## config.mk

```make
export PLATFORM = sky130hd
export DESIGN_NAME = spram_be
export DESIGN_NICKNAME = d
export VERILOG_FILES = /design/src/rtl/spram_be.sv
export SDC_FILE = /design/constraint.sdc
export NUM_CORES = 1
export LEC_CHECK = 0
export BUFFER_PORTS_ARGS = -buffer_cell sky130_fd_sc_hd__buf_2
export CAP_MARGIN = 15
export CORE_ASPECT_RATIO = 0.75
export CORE_UTILIZATION = 35
export DETAILED_ROUTE_END_ITERATION = 16
export PLACE_DENSITY_LB_ADDON = 0.2
export SYNTH_ARGS = -nofsm -noshare
export SYNTH_HDL_FRONTEND = slang
export SYNTH_SLANG_ARGS = --single-unit
```

## constraint.sdc

```tcl
create_clock -name clk -period 2.6 [get_ports clk]
set_input_delay 0.39 -clock clk [delete_from_list [all_inputs] [get_ports clk]]
set_output_delay 0.39 -clock clk [all_outputs]
set_load 0.05 [all_outputs]
```

## src/rtl/spram_be.sv

```systemverilog
// Single-port synchronous RAM with per-byte write enables, 1- or 2-cycle read latency
// and a zero-fill engine that runs after reset and on a clear pulse.
module spram_be #(
    parameter int DATA_W = 32,
    parameter int ADDR_W = 4,
    parameter int RD_LAT = 1
) (
    input  logic                  clk,
    input  logic                  reset,
    input  logic                  req_valid,
    output logic                  req_ready,
    input  logic                  req_we,
    input  logic [ADDR_W-1:0]     req_addr,
    input  logic [DATA_W-1:0]     req_wdata,
    input  logic [DATA_W/8-1:0]   req_be,
    input  logic                  clear,
    output logic                  rsp_valid,
    output logic [DATA_W-1:0]     rsp_rdata,
    output logic                  busy
);

    // state    | meaning
    // ST_CLEAR | zero-filling mem[cnt], one word per cycle; requests ignored
    // ST_IDLE  | serving requests; clear pulse restarts the fill
    localparam logic ST_CLEAR = 1'b0;
    localparam logic ST_IDLE  = 1'b1;

    localparam int DEPTH = 1 << ADDR_W;
    localparam int NB    = DATA_W / 8;
    localparam logic [ADDR_W:0] CNT_LAST = (ADDR_W + 1)'(DEPTH - 1);

    logic              state;
    logic [ADDR_W:0]   cnt;
    logic [DATA_W-1:0] mem [DEPTH];
    logic              accept;
    logic              rd_acc;
    logic              wr_acc;
    logic              v1;
    logic [DATA_W-1:0] d1;

    // clear wins over a same-cycle request, so ready drops combinationally
    assign req_ready = (state == ST_IDLE) && !clear;
    assign busy      = (state == ST_CLEAR);
    assign accept    = req_valid && req_ready;
    assign rd_acc    = accept && !req_we;
    assign wr_acc    = accept && req_we;

    always_ff @(posedge clk) begin
        if (reset) begin
            state <= ST_CLEAR;
            cnt   <= '0;
        end else begin
            case (state)
                ST_CLEAR: begin
                    cnt <= cnt + 1'b1;
                    if (cnt == CNT_LAST) begin
                        state <= ST_IDLE;
                    end
                end
                ST_IDLE: begin
                    if (clear) begin
                        state <= ST_CLEAR;
                        cnt   <= '0;
                    end
                end
                default: begin
                    state <= ST_CLEAR;
                    cnt   <= '0;
                end
            endcase
        end
    end

    always_ff @(posedge clk) begin
        if (!reset) begin
            if (state == ST_CLEAR) begin
                mem[cnt[ADDR_W-1:0]] <= '0;
            end else if (wr_acc) begin
                for (int i = 0; i < NB; i++) begin
                    if (req_be[i]) begin
                        mem[req_addr][8*i +: 8] <= req_wdata[8*i +: 8];
                    end
                end
            end
        end
    end

    // d1 only loads on a read so the output holds between responses
    always_ff @(posedge clk) begin
        if (reset) begin
            v1 <= 1'b0;
            d1 <= '0;
        end else begin
            v1 <= rd_acc;
            if (rd_acc) begin
                d1 <= mem[req_addr];
            end
        end
    end

    generate
        if (RD_LAT == 2) begin : g_lat2
            logic              v2;
            logic [DATA_W-1:0] d2;

            always_ff @(posedge clk) begin
                if (reset) begin
                    v2 <= 1'b0;
                    d2 <= '0;
                end else begin
                    v2 <= v1;
                    if (v1) begin
                        d2 <= d1;
                    end
                end
            end

            assign rsp_valid = v2;
            assign rsp_rdata = d2;
        end else begin : g_lat1
            assign rsp_valid = v1;
            assign rsp_rdata = d1;
        end
    endgenerate

endmodule

```

==> results.ini, run 1 <==
[synthesis]
syn_nets = 1198
synth_top_family_by_area = multiplexers
netlist_area_um2 = 21500
ys.flop_type = edfxtp_1
syn_inst = 1151
ys_types = 44
synth_top_area_share_pct = 71.5
syn_avg_cell_area_um2 = 18.7
synth_seq_cells = 551
yosys.area.top_type = edfxtp_1
synth_compound_area_share_pct = 5.52
ys_seq_area_share_pct = 75.1
synthXorXnorAreaFrac_pct = 0
synth_edf_count = 512
async_flop_share_pct = 0
synth_area_leaders = edfxtp_1, mux2i_1, mux4_2, dfxtp_1, a22oi_1
synth-simple-area-share_pct = 3.28
synth.yosys.warnings = 0
synth_mux_area_share_pct = 14.4
synthAdderAreaFrac_pct = 0.116

[route]
totalWireLength_um = 55300
ant_nets = 0
drtPass1Iterations = 11
wire_per_inst_um = 25.4
drc = 5
via_per_inst = 5.24
drt_iter0_markers = 1037
vias = 11410

[layout]
diodes = 0
layout_commonest_cell = edfxtp_1
utilization_pct = 41.8
area_delta_synth_final_pct = 17.7
nets = 1378
fill_cells = 5395
mostFrequentLayoutCells = edfxtp_1, mux2i_1, buf_4
fin_cells = 2176
drive_above_1_share_pct = 26.4

[clocking]
cts_root_buf = clkbuf_16
post-cts-setup-buffers = 0
htreeDepth = 2
clk_pin_slew_ns = 0.06
clockBufferDepth = 3
clk_latency_ns = 0.60
cts_tree = built
cts-buffers-inserted = 54
clock_sinks = 551

[worst_setup_path]
worstReg2RegEnd = mem[4][20]$_DFFE_PP_
endpoint_kind = primary output
critPathMaxStageDelay_ns = 0.48
path_cells = nand2b_1 -> buf_4 -> inv_1 -> buf_2
r2r_cells = 4
crit_slowest_cell = dfxtp_2
crit_start = state$_SDFF_PP0_
cp_data_required_time_ns = 2.21
worstSetupPathType = reg -> out
arrival_ns = 2.06
path_max_fanout = 12
rrSetupSlack_ns = 0.26
setup.worst_path.start_class = flop
r2r-start = state$_SDFF_PP0_

[place]
gp_congestion = 0.781
portBuffers = 79
hpwl_um = 34700
placed_cells = 2075

[min_path]
min_to = state$_SDFF_PP0_
hold_path.class = in -> reg
min-delay-start = reset
hold_depth = 3

[power]
power.density_nw_per_um2 = 717
p_leak_uw = 0.00934
peakVddDrop_mv = 0.472

[status]
status = complete, but fails checks
violations = DRC

[floorplanning]
dieHeight_um = 217
row_count = 78
start_util_pct = 35.5
num_io_pins = 80
die_x_um = 288
fp.coreArea_um2 = 60600
die_area_um2 = 62500

[global_routing]
antenna_found_initial = 1
grt_pass1_wl_um = 80500
grt_max_degree = 42
track_usage_pct = 17.9
grt_overflow_total = 0
grt_pass1_vias = 11427

[timing]
tns_ns = 0
skew_ns = 0.0309
final_max_slew_viol_count = 0
hold_ws_ns = 0.151
fin_crit_sh_pct = 94.3
finalSetupViolCount = 0
finalHoldViolCount = 0
tightest_slew_ns = 1.04
max_slew_margin_pct = 30.6
rsz0062_at_grt = no
min_period_ns = 2.45
fmax_mhz = 408

[job]
cap_violations = 0

[through the flow]
stage	cell area, um^2	total power (uW)	setup WS, ns
detailed placement	23600	10700	-0.112
floorplan	21500	10300	0.142
finish	25300	18100	0.148
global route	25300	18700	0.118
CTS	25300	18300	0.155
global placement	23600	10700	-0.0670
[critical path, delay by kind of cell, from the launching register on]
kind,cells,cell delay (ns)
flip-flops,1,0.48
buffers and inverters,3,0.75
AND/OR/NAND/NOR,1,0.22
[worst max-delay path by stage]
stage	to	slack [ns]	cells after the start
5_1_grt	req_ready	0.12	4
4_1_cts	req_ready	0.15	4
2_1_floorplan	mem[4][24]$_DFFE_PP_	0.14	7
6_report	req_ready	0.15	4
3_3_place_gp	mem[4][23]$_DFFE_PP_	-0.07	6
3_5_place_dp	mem[4][20]$_DFFE_PP_	-0.11	6
[cells in the mapped netlist, types with 2 or more instances]
| master | number |
|---|---|
| inv_1 | 5 |
| a31oi_1 | 7 |
| buf_6 | 2 |
| dfxtp_1 | 39 |
| and2_1 | 33 |
| or3b_2 | 3 |
| a31oi_4 | 3 |
| nor3_1 | 3 |
| mux2i_1 | 160 |
| mux4_2 | 64 |
| a21oi_1 | 3 |
| buf_1 | 3 |
| nand2b_1 | 2 |
| mux2_4 | 2 |
| buf_2 | 28 |
| a22oi_1 | 64 |
| a32oi_1 | 32 |
| edfxtp_1 | 512 |
| nand2_1 | 9 |
| a31oi_2 | 2 |
| clkbuf_1 | 35 |
| nand3b_1 | 6 |
| nor2b_1 | 2 |
| ha_1 | 2 |
| nor2_1 | 71 |
| o21ai_1 | 13 |
| o21ai_0 | 26 |
| a31o_2 | 4 |
[state kept, by name (all words and copies together) (netlist names)]
register   flops
mem          512
cnt            5
state          1
rsp_valid      1
rsp_rdata     32
[final cells by class]
cell class / count / area [um^2] / share of cell area [%]
clock buffer: 84 / 1590 / 6.26
clock inverter: 17 / 145 / 0.573
inverter: 5 / 18.8 / 0.0741
multi-input combinational: 526 / 5050 / 20.0
sequential: 551 / 16200 / 63.8
tap: 800 / 1000 / 3.95
timing repair buffer: 193 / 1350 / 5.35
[where the power goes]
part / switching (uW) / leakage (uW) / internal (uW) / total (uW)
logic: 471 / 0.00284 / 325 / 796
registers: 28.2 / 0.00566 / 9650 / 9670
clock network: 3290 / 0.000838 / 4380 / 7670
total: 3790 / 0.00934 / 14400 / 18100
[routing by layer]
| layer | GRT usage (%) | share of wire (%) | up-vias |
|---|---|---|---|
| li1 | - | - | 5031 |
| met1 | 28.4 | 50 | 5982 |
| met2 | 25.5 | 43 | 338 |
| met3 | 2.87 | 5.8 | 59 |
| met4 | 4.11 | 1.6 | 0 |
| met5 | 0 | 0 | - |
[repair_timing]
| action | 4_1_cts | 5_1_grt |
|---|---|---|
| hold buffers | 0 | 0 |
| endpoints found under the setup margin | 1 | 0 |
| resized for setup | 1 | 0 |
[cells by family (layout without fill, tap and decap cells)]
family                     after synthesis  count (layout)
AOI/OAI and AO/OA                      158             158
adders and majority gates                2               2
buffers and inverters                   74             299
DFF                                    551             551
muxes                                  227             227
and+or+nand+nor                        139             139
Power figures use the tool's default switching activity.
==> run 2: changes to the inputs <==
CELL_PAD_IN_SITES_DETAIL_PLACEMENT = 1   (was not set)
CELL_PAD_IN_SITES_GLOBAL_PLACEMENT = 2   (was not set)
CTS_BUF_LIST = sky130_fd_sc_hd__clkbuf_2 sky130_fd_sc_hd__clkbuf_4 sky130_fd_sc_hd__clkbuf_8   (was not set)
==> results.ini, run 2 (synthesized netlist as in run 1, its figures left out) <==
[clocking]
clockBufferDepth = 3
htreeDepth = 3
post-cts-setup-buffers = 0
clock_sinks = 551
cts-buffers-inserted = 87
clk_pin_slew_ns = 0.06
cts_tree = built
hold_buffers = 0
cts_root_buf = clkbuf_8
clk_latency_ns = 0.66
cts-resized-gates = 0

[global_routing]
track_usage_pct = 19.4
grt_max_degree = 60
grt_pass1_vias = 12353
grt_pass1_wl_um = 86000
antenna_found_initial = 2
grt_overflow_total = 0

[worst_setup_path]
arrival_ns = 2.01
r2r_cells = 5
worstReg2RegEnd = mem[6][6]$_DFFE_PP_
rrSetupSlack_ns = 0.29
path_max_fanout = 9
setup.worst_path.start_class = flop
endpoint_kind = primary output
r2r-start = state$_SDFF_PP0_
worstSetupPathType = reg -> out
cp_data_required_time_ns = 2.21

[place]
hpwl_um = 37900
portBuffers = 79
place_ws_ns = -0.203
gp_congestion = 0.773

[timing]
finalSetupViolCount = 0
min_period_ns = 2.40
final_max_slew_viol_count = 0
hold_ws_ns = 0.112
fmax_mhz = 416
rsz0062_at_grt = no
finalHoldViolCount = 0
finalWorstSetupSlack_ns = 0.196
fin_crit_sh_pct = 92.5
max_slew_margin_pct = 37.6
skew_ns = 0.0162
tightest_slew_ns = 0.932

[route]
via_per_inst = 5.19
totalWireLength_um = 59100
vias = 11704
drc = 0
drt_iter0_markers = 877
ant_nets = 0
drtPass1Iterations = 7
wire_per_inst_um = 26.2

[job]
cap_violations = 0

[min_path]
min_to = cnt[4]$_SDFFE_PP0P_
hold_path.class = in -> reg
hold_depth = 4
min-delay-start = clear

[power]
p_leak_uw = 0.00954
peakVddDrop_mv = 0.451
power.density_nw_per_um2 = 703

[layout]
mostFrequentLayoutCells = edfxtp_1, mux2i_1, buf_4
area_delta_synth_final_pct = 18.6
largest_register_ffs = 512
drive_above_1_share_pct = 30.8
layout_commonest_cell = edfxtp_1
nets = 1430
regMostFlops = mem

[floorplanning]
num_io_pins = 80
die_x_um = 288
die_area_um2 = 62500
dieHeight_um = 217
row_count = 78
start_util_pct = 35.5
fp.coreArea_um2 = 60600

[status]
status = finished, final reports clean

run 2: cell type report:
cell class,instances,area [um^2]
Inverter,5,18.8
Clock buffer,130,1560
Timing Repair Buffer,212,1520
Multi-Input combinational cell,526,5050
Sequential cell,551,16200
Antenna cell,1,2.50
Fill cell,5861,35100
Tap cell,800,1000
Clock inverter,29,189
run 2: worst max path at each step:
stage                          start                   end  slack [ns]  cells after the start
global placement           req_be[0]  mem[5][16]$_DFFE_PP_       -0.16                      5
CTS                 state$_SDFF_PP0_             req_ready         0.1                      4
floorplan                  req_be[0]  mem[4][24]$_DFFE_PP_        0.14                      7
finish              state$_SDFF_PP0_             req_ready        0.20                      4
global route        state$_SDFF_PP0_             req_ready        0.05                      4
detailed placement         req_be[0]  mem[5][16]$_DFFE_PP_       -0.20                      5
run 2: worst max-delay path, cell delays in order, from the launching register on:
cell and delay, ns:
dfxtp_1 0.48, buf_4 0.22, nand2b_1 0.21, inv_1 0.17, buf_2 0.28
run 2: per-stage QoR:
stage	power, uW	cell area, um^2	util (%)	TNS, ns	std cells
2_1_floorplan	10300	21500	-	0	1151
4_1_cts	18100	25500	42.0	0	2252
3_3_place_gp	10700	23700	39.1	-6.56	2093
5_1_grt	18500	25500	42.1	0	2253
6_report	17900	25500	42.1	0	2254
3_5_place_dp	10700	23700	39.1	-11.16	2093
run 2: per-layer routing:
metal / wire length [um] / vias up / GRT usage (%) / part of all wire [%]
li1: - / 5147 / - / -
met1: 28400 / 6209 / 28.7 / 48
met2: 26900 / 285 / 29.1 / 45
met3: 2830 / 63 / 3.78 / 4.8
met4: 1010 / 0 / 4.76 / 1.7
met5: 0 / - / 0 / 0
run 2: where the power goes:
part           total, uW  internal [uW]  switching (uW)
registers           9670           9650            21.9
clock network       7400           4050            3360
logic                845            340             505
total              17900          14000            3880
